### src/rtl/dram_controller_if.sv
// 68000-side bus bundle for the FPM DRAM controller: CPU strobes/address in,
// multiplexed DRAM address, strobes and DTACK out.
interface dram_controller_if;
   logic        AS;
   logic        UDS;
   logic        LDS;
   logic        RW;
   logic        DRAM_SEL;
   logic [22:1] ADDR;
   logic [10:0] MA;
   logic        RAS;
   logic        CASU;
   logic        CASL;
   logic        WE;
   logic        DTACK;
   logic        REF_BUSY;

   modport master (
      output AS, UDS, LDS, RW, DRAM_SEL, ADDR,
      input  MA, RAS, CASU, CASL, WE, DTACK, REF_BUSY
   );

   modport slave (
      input  AS, UDS, LDS, RW, DRAM_SEL, ADDR,
      output MA, RAS, CASU, CASL, WE, DTACK, REF_BUSY
   );
endinterface

### src/rtl/dram_controller.sv
// FPM DRAM sequencer: turns 68000 bus cycles into RAS/CAS accesses with DTACK,
// interleaved with periodic CAS-before-RAS refresh.
module dram_controller #(
   parameter int unsigned REFRESH_PERIOD = 240,
   parameter int unsigned RAS_HOLD       = 3,
   parameter int unsigned T_RP           = 2
) (
   input logic               CLK,
   input logic               RST,
   dram_controller_if.slave  bus
);

   localparam int unsigned CW   = (REFRESH_PERIOD > 1) ? $clog2(REFRESH_PERIOD) : 1;
   localparam int unsigned TMAX = (RAS_HOLD > T_RP) ? RAS_HOLD : T_RP;
   localparam int unsigned TW   = (TMAX > 1) ? $clog2(TMAX) : 1;
   localparam logic [CW-1:0] CNT_LAST = CW'(REFRESH_PERIOD - 1);
   localparam logic [TW-1:0] RAS_LOAD = TW'(RAS_HOLD - 1);
   localparam logic [TW-1:0] RP_LOAD  = TW'(T_RP - 1);

   typedef enum logic [2:0] {
      IDLE, ACC_RAS, ACC_COL, ACC_CAS, REF_CAS, REF_RAS, PRECHARGE
   } state_t;

   state_t          state_q, state_d;
   logic [CW-1:0]   ref_cnt_q, ref_cnt_d;
   logic [1:0]      pend_q, pend_d;
   logic [TW-1:0]   tmr_q, tmr_d;
   logic            ras_q, ras_d;
   logic            casu_q, casu_d;
   logic            casl_q, casl_d;
   logic            we_q, we_d;
   logic            dtack_q, dtack_d;
   logic            ref_busy_q, ref_busy_d;
   logic            req, wrap, ref_done;

   assign req  = ~bus.AS & ~bus.DRAM_SEL & (~bus.UDS | ~bus.LDS);
   assign wrap = (ref_cnt_q == CNT_LAST);

   always_comb begin
      ref_cnt_d = wrap ? '0 : ref_cnt_q + 1'b1;
      // wrap and completion together cancel, so the count is unchanged
      if (wrap && !ref_done && pend_q != 2'd3)
         pend_d = pend_q + 2'd1;
      else if (ref_done && !wrap)
         pend_d = pend_q - 2'd1;
      else
         pend_d = pend_q;
   end

   // Strobes are registered from the current state, so pins lag state by one cycle.
   always_comb begin
      state_d    = state_q;
      tmr_d      = tmr_q;
      ras_d      = 1'b1;
      casu_d     = 1'b1;
      casl_d     = 1'b1;
      we_d       = 1'b1;
      dtack_d    = 1'b1;
      ref_busy_d = 1'b0;
      ref_done   = 1'b0;
      case (state_q)
         IDLE: begin
            if (pend_q != 2'd0) state_d = REF_CAS;
            else if (req)       state_d = ACC_RAS;
         end
         ACC_RAS, ACC_COL, ACC_CAS: begin
            if (bus.AS) begin
               state_d = PRECHARGE;
               tmr_d   = RP_LOAD;
            end else begin
               ras_d = 1'b0;
               we_d  = (state_q == ACC_RAS) ? bus.RW : we_q;
               if (state_q == ACC_RAS) state_d = ACC_COL;
               if (state_q == ACC_COL) state_d = ACC_CAS;
               if (state_q == ACC_CAS) begin
                  casu_d  = bus.UDS;
                  casl_d  = bus.LDS;
                  dtack_d = bus.DRAM_SEL;
               end
            end
         end
         REF_CAS: begin
            casu_d     = 1'b0;
            casl_d     = 1'b0;
            ref_busy_d = 1'b1;
            tmr_d      = RAS_LOAD;
            state_d    = REF_RAS;
         end
         REF_RAS: begin
            ras_d      = 1'b0;
            casu_d     = 1'b0;
            casl_d     = 1'b0;
            ref_busy_d = 1'b1;
            if (tmr_q == '0) begin
               state_d  = PRECHARGE;
               tmr_d    = RP_LOAD;
               ref_done = 1'b1;
            end else begin
               tmr_d = tmr_q - 1'b1;
            end
         end
         PRECHARGE: begin
            if (tmr_q == '0) state_d = IDLE;
            else             tmr_d   = tmr_q - 1'b1;
         end
         default: state_d = IDLE;
      endcase
   end

   always_ff @(posedge CLK) begin
      if (!RST) begin
         state_q    <= IDLE;
         ref_cnt_q  <= '0;
         pend_q     <= '0;
         tmr_q      <= '0;
         ras_q      <= 1'b1;
         casu_q     <= 1'b1;
         casl_q     <= 1'b1;
         we_q       <= 1'b1;
         dtack_q    <= 1'b1;
         ref_busy_q <= 1'b0;
      end else begin
         state_q    <= state_d;
         ref_cnt_q  <= ref_cnt_d;
         pend_q     <= pend_d;
         tmr_q      <= tmr_d;
         ras_q      <= ras_d;
         casu_q     <= casu_d;
         casl_q     <= casl_d;
         we_q       <= we_d;
         dtack_q    <= dtack_d;
         ref_busy_q <= ref_busy_d;
      end
   end

   assign bus.MA       = (state_q == ACC_COL || state_q == ACC_CAS) ? bus.ADDR[11:1]
                                                                    : bus.ADDR[22:12];
   assign bus.RAS      = ras_q;
   assign bus.CASU     = casu_q;
   assign bus.CASL     = casl_q;
   assign bus.WE       = we_q;
   assign bus.DTACK    = dtack_q;
   assign bus.REF_BUSY = ref_busy_q;

endmodule

### src/flat_wrapper.sv
// flat-port wrapper written by rule: the top's interface ports become plain ports
module dram_controller_flat 
#(
   parameter int unsigned REFRESH_PERIOD = 240,
   parameter int unsigned RAS_HOLD       = 3,
   parameter int unsigned T_RP           = 2
)
  (CLK, RST, bus_AS, bus_UDS, bus_LDS, bus_RW, bus_DRAM_SEL, bus_ADDR, bus_MA, bus_RAS, bus_CASU, bus_CASL, bus_WE, bus_DTACK, bus_REF_BUSY);
  dram_controller_if bus_i ();
  input logic CLK;
  input logic RST;
  input wire logic [$bits(bus_i.AS)-1:0] bus_AS;
  input wire logic [$bits(bus_i.UDS)-1:0] bus_UDS;
  input wire logic [$bits(bus_i.LDS)-1:0] bus_LDS;
  input wire logic [$bits(bus_i.RW)-1:0] bus_RW;
  input wire logic [$bits(bus_i.DRAM_SEL)-1:0] bus_DRAM_SEL;
  input wire logic [$bits(bus_i.ADDR)-1:0] bus_ADDR;
  output wire logic [$bits(bus_i.MA)-1:0] bus_MA;
  output wire logic [$bits(bus_i.RAS)-1:0] bus_RAS;
  output wire logic [$bits(bus_i.CASU)-1:0] bus_CASU;
  output wire logic [$bits(bus_i.CASL)-1:0] bus_CASL;
  output wire logic [$bits(bus_i.WE)-1:0] bus_WE;
  output wire logic [$bits(bus_i.DTACK)-1:0] bus_DTACK;
  output wire logic [$bits(bus_i.REF_BUSY)-1:0] bus_REF_BUSY;
  assign bus_i.AS = bus_AS;
  assign bus_i.UDS = bus_UDS;
  assign bus_i.LDS = bus_LDS;
  assign bus_i.RW = bus_RW;
  assign bus_i.DRAM_SEL = bus_DRAM_SEL;
  assign bus_i.ADDR = bus_ADDR;
  assign bus_MA = bus_i.MA;
  assign bus_RAS = bus_i.RAS;
  assign bus_CASU = bus_i.CASU;
  assign bus_CASL = bus_i.CASL;
  assign bus_WE = bus_i.WE;
  assign bus_DTACK = bus_i.DTACK;
  assign bus_REF_BUSY = bus_i.REF_BUSY;
  dram_controller #(.REFRESH_PERIOD(REFRESH_PERIOD), .RAS_HOLD(RAS_HOLD), .T_RP(T_RP)) u_core (.CLK(CLK), .RST(RST), .bus(bus_i));
endmodule
### config.mk
export PLATFORM = sky130hd
export DESIGN_NAME = dram_controller_flat
export DESIGN_NICKNAME = d
export VERILOG_FILES = /design/src/rtl/dram_controller_if.sv /design/src/rtl/dram_controller.sv /design/src/flat_wrapper.sv
export SDC_FILE = /design/constraint.sdc
export NUM_CORES = 1
export LEC_CHECK = 0
export ABC_CLOCK_PERIOD_IN_PS = 3600
export CORE_UTILIZATION = 45
export CTS_CLUSTER_DIAMETER = 30
export DETAILED_ROUTE_END_ITERATION = 8
export GPL_ROUTABILITY_DRIVEN = 0
export PLACE_DENSITY = 0.82
export SLEW_MARGIN = 20
export SYNTH_ARGS = -nofsm -noshare
export SYNTH_HDL_FRONTEND = slang
export SYNTH_SLANG_ARGS = --single-unit
### constraint.sdc
create_clock -name CLK -period 3.6 [get_ports CLK]
set_input_delay 0.72 -clock CLK [delete_from_list [all_inputs] [get_ports CLK]]
set_output_delay 0.72 -clock CLK [all_outputs]
set_load 0.05 [all_outputs]
# After elaboration in Yosys (flattened, before gate mapping)
# Cells that the tools add are included.
# totals
ff_bits	21
latchBits	0
mem_bits_rw	0
romBits	0
in_bits	29
output_inout_bits	17
wordCells	82
n_memories	0
# classes
n_addsub	4
mul	0
n_div	0
n_lt_le_gt_ge	0
eq_ne	14
shifts	0
n_mux	26
bitwise	10
reduce_logical	18
# op_table
cell	n
$mux 3	7
$pmux 3 s5	1
$mux 11	1
$mux 2	5
$eq 3x3->1 const B	3
$add 8x1->8 const B	1
$eq 8x8->1 const B	1
$mux 1	8
$pmux 2 s4	1
$not 1->1	7
$eq 3x2->1 const B	2
$ne 2x2->1 const B	3
$pmux 1 s2	3
$reduce_or 3->1	2
$ne 2x1->1 const B	2
$ne 4x2->1 const B	1
$reduce_and 4->1	1
$reduce_bool 2->1	2
$reduce_bool 4->1	1
$reduce_or 2->1	2
$reduce_or 4->1	1
$sub 2x1->2 const B	2
$eq 3x1->1 const B	1
$logic_and 1x1->1	3
9 further kinds	11

# Depth between registers and ports, before layout
# Gate-level depths: netlist of the first run.
# depth
ltp_word	7
depth_mapped	6
depth_no_buf	6

# Worst setup path after synthesis of the first run
# OpenSTA, ideal clock, no wires.
# synth_timing
path_kind	flip-flop to output port
start	register u_core.state_q[2]
end	output port bus_MA[0]
t_arrival_ns	1.339
t_required_ns	2.880
path_slack_ns	1.541
stages_incl_launch_ff	5
n_path_buf	2
path_cell_list	dfxtp_1 -> buf_2 -> nand2b_1 -> buf_4 -> mux2_1
# synth_between
elab_chain_len	3
elab_cells_between_ends	4
# synth_rtl
element	line_no	source
start, declared	dram_controller.sv:24	state_t state_q, state_d;
start signal, assigned	dram_controller.sv:123	state_q <= state_d;
$eq 3x2->1	dram_controller.sv:136	assign bus.MA = (state_q == ACC_COL || state_q == ACC_CAS) ? bus.ADDR[11:1]
$logic_or 1x1->1 (*)	dram_controller.sv:136	
$mux 11 (*)	dram_controller.sv:136	
end, declared	flat_wrapper.sv:18	output wire logic [$bits(bus_i.MA)-1:0] bus_MA;
# Mark *: on every way between the ends. The rest lies on a longest branch, timed or not.

# Worst setup path after layout of the first run
# layout_timing
start	register u_core.state_q[1]
end	output port bus_MA[4]
# The elaborated chain is that of the path after synthesis.

==> out/qor.csv, run 1 <==
stage,metric,value,unit
run_status,outcome,"complete, no violations",
synth,Post-Synth XOR/XNOR Area,0.0150,
synth,Yosys top cell by area,dfxtp_1,
critical_path,Top delay family on crit path,buffers and inverters,
synth,"FF+latch count, synth",21,
timing,Max Clk Rate,300,MHz
synth,top-area cell type share of the netlist area,0.361,
clock_network,H-tree Lvls,1,
clock_network,"Clk pin slew, worst setup/hold paths",0.11,ns
critical_path,Setup CP Type,flip-flop to output port,
floorplanning,initial core utilization,0.475,
synth,"Seq/Total Area, Yosys",0.361,
critical_path,Worst EP required,2.88,ns
global_routing,GRT Util Overall,0.239,
global_routing,initial antenna violation count,0,
synth,Gate Count Post-Synth,132,
floorplanning,die height,52.9,um
critical_path,slowest cell on the critical path,clkdlybuf4s50_1,
layout,"commonest non-fill, non-tap cell in the layout",clkdlybuf4s50_1,
run,MaxCap Viol Count,0,
timing,period utilization,0.925,
floorplanning,die width,52.9,um
clock_network,Post-CTS Hold Buffers,0,
timing,clk_skew,0.00526,ns
layout,diodes inserted,0,
global_routing,largest net degree at the start of global routing,18,
critical_path,worst reg2reg startpoint,u_core.state_q[1]$_SDFFE_PN0P_,
layout,most frequent cells in the layout,"45 x clkdlybuf4s50_1, 21 x dfxtp_1, 11 x nor2_1",
critical_path,Buf/Inv on CP,1,
placed_design,IO buf count,45,
timing,minimum clock period,3.33,ns
clock_network,Clock Latency Late Sink,0.31,ns
timing,endpoints failing setup,0,
synth,"Primary FF master, synth",dfxtp_1,
synth,synthesized net count,164,
layout,fill count,210,
synth,Post-synth EDFFs,0,
timing,worst-margin pin slew,0.596,ns
min_path,HP Class,flip-flop to flip-flop,
synth,largest family of logic cells by synthesized area,simple AND/OR/NAND/NOR gates,
synth,syn_area_per_cell,8.83,um^2
timing,Min Hold Slack,0.486,ns
placed_design,Inst Count DP,201,
synth,YS warnings,0,
detailed_routing,drt pass-1 iters,4,
pwr,Peak VDD IR,0.000386,V
critical_path,CP Data Arrival Time,2.61,ns
synth,Synth Area in Adders,0.0408,
detailed_routing,DRT antenna net count,0,
synth,fraction of registers with async set/reset,0,
timing,RSZ-0062 raised after global routing,no,
timing,max-slew violations,0,
synth,unique cell type count in the Yosys netlist,42,
floorplanning,CORE AREA,0.00245,mm^2
layout,# nets final,208,
layout,Layout area overhead,41.5,%
timing,Slew headroom,0.602,
timing,final hold vios,0,
pwr,LEAKAGE,0.617,nW
floorplanning,Ports,46,
floorplanning,Row Count,18,
synth,Synth Area in Compound Gates,0.210,
detailed_routing,wire length per cell,14.4,um
critical_path,Max stage delay on crit path,0.72,ns
timing,setup TNS after final layout,0,ns
pwr,PwrDens,576,mW/mm^2
detailed_routing,Iteration-0 DRC Markers,14,
layout,fin cells,205,
clock_network,Num CTS Buffers,3,
global_routing,global-route wire length before repair,4800,um
critical_path,Worst setup SP type,flip-flop,
clock_network,CTS root buf,clkbuf_4,
clock_network,TritonCTS clock tree,built,
synth,post-synthesis mux area share,0.115,
critical_path,"critical path fanouts, max",17,
synth,mapped cell area,0.00117,mm^2
critical_path,CP Capture Type,output port,
critical_path,Setup crit start,u_core.state_q[1]$_SDFFE_PN0P_,
synth,Synth Area in Simple Gates,0.217,
critical_path,worst-path cell chain,nand2b_1 > mux2_1 > clkdlybuf4s50_1,
layout,proportion of layout cells with a drive suffix above 1,0.0400,
detailed_routing,DRC Markers,0,
clock_network,Max Root-Sink Buffers,2,
clock_network,CTS Sinks,21,
detailed_routing,Vias,1120,
detailed_routing,via/cell ratio,5.46,
detailed_routing,Post-Route WL,2950,um
min_path,worst hold start,u_core.ref_cnt_q[0]$_SDFF_PP0_,
global_routing,vias in the first global route,1031,
clock_network,# resized after CTS,0,
floorplanning,die area,0.00280,mm^2
global_routing,grt ovf,0,
clock_network,setup bufs post-CTS,0,
synth,Synth area leaders,"dfxtp_1 36%, mux2_1 9.7%, nor2_1 3.5%",
placed_design,DP HPWL,2310,um
==> synthesized netlist by cell type (2+ instances only) <==
cell       n
nor3_1     2
o311a_1    2
clkbuf_1   2
nor2b_1    2
o21a_1     3
ha_1       3
nand2_1   10
o22ai_1    3
inv_1      4
dfxtp_1   21
a21oi_1    5
nand2b_1   4
nor2_1    11
o21ai_1    2
o21ai_0    8
and3_1     5
nand4b_1   2
a211o_1    2
a22oi_1    2
buf_2      3
a211oi_1   2
mux2_1    10
and4b_1    2
nand3_1    4
==> layout make-up <==
| class | instances | area (um^2) | area share |
|---|---|---|---|
| multi-input combinational | 100 | 697 | 0.422 |
| timing repair buffer | 45 | 450 | 0.273 |
| sequential | 21 | 420 | 0.255 |
| tap | 30 | 37.5 | 0.0227 |
| clock buffer | 4 | 26.3 | 0.0159 |
| inverter | 5 | 18.8 | 0.0114 |
==> power breakdown <==
part | internal [mW] | leakage [nW] | switching (mW) | total [mW]
Sequential | 0.273 | 0.171 | 0.0658 | 0.339
Clock | 0.0433 | 0.0150 | 0.0696 | 0.113
Combinational | 0.213 | 0.430 | 0.285 | 0.498
Total | 0.530 | 0.617 | 0.420 | 0.950
==> cell families (layout without fill, tap and decap cells) <==
| kind of cell | count (synthesis) | in the layout |
|---|---|---|
| and+or+nand+nor | 46 | 46 |
| xor gates and xnor gates | 2 | 2 |
| DFF | 21 | 21 |
| buffers and inverters | 11 | 54 |
| adders and majority gates | 4 | 4 |
| AOI/OAI and AO/OA | 36 | 36 |
| muxes | 12 | 12 |
==> per-layer routing <==
metal / track usage / vias up / part of all wire
met1: 0.312 / 519 / 0.48
met3: 0.0718 / 4 / 0.030
met2: 0.380 / 19 / 0.48
li1: - / 578 / -
met5: 0 / - / 0
met4: 0.0614 / 0 / 0.0092
==> flip-flops by register name, indices dropped and copies added (netlist names), 2 cells and up <==
register / count
u_core.ref_cnt_q: 8
u_core.pend_q: 2
u_core.state_q: 3
u_core.tmr_q: 2
==> worst paths after layout <==
| path | depth (start not counted) | slack [ns] | end |
|---|---|---|---|
| setup reg to reg | 2 | 1.75 | u_core.bus.DTACK$_SDFF_PP1_ |
| hold / removal | 1 | 0.49 | u_core.ref_cnt_q[0]$_SDFF_PP0_ |
| setup / recovery | 3 | 0.27 | bus_MA[4] |
| hold reg to reg | 1 | 0.49 | u_core.ref_cnt_q[0]$_SDFF_PP0_ |
==> metrics by stage <==
stage	setup WS (ns)	util	total power, mW	instance area [um^2]
floorplan	1.54	-	0.699	1170
global placement	0.743	0.662	0.824	1620
detailed placement	0.652	0.662	0.842	1620
CTS	0.286	0.672	0.955	1650
global route	0.181	0.672	1.01	1650
finish	0.272	0.672	0.950	1650
Power figures use the tool's default switching activity.
==> run 2, diff against run 1 <==
--- a/config.mk
+++ b/config.mk
@@ -15,3 +15,4 @@
 export SYNTH_ARGS = -nofsm -noshare
 export SYNTH_HDL_FRONTEND = slang
 export SYNTH_SLANG_ARGS = --single-unit
+export TNS_END_PERCENT = 20
==> results of run 2 <==
The final DEF is identical to that of run 1; final timing and power are the same.
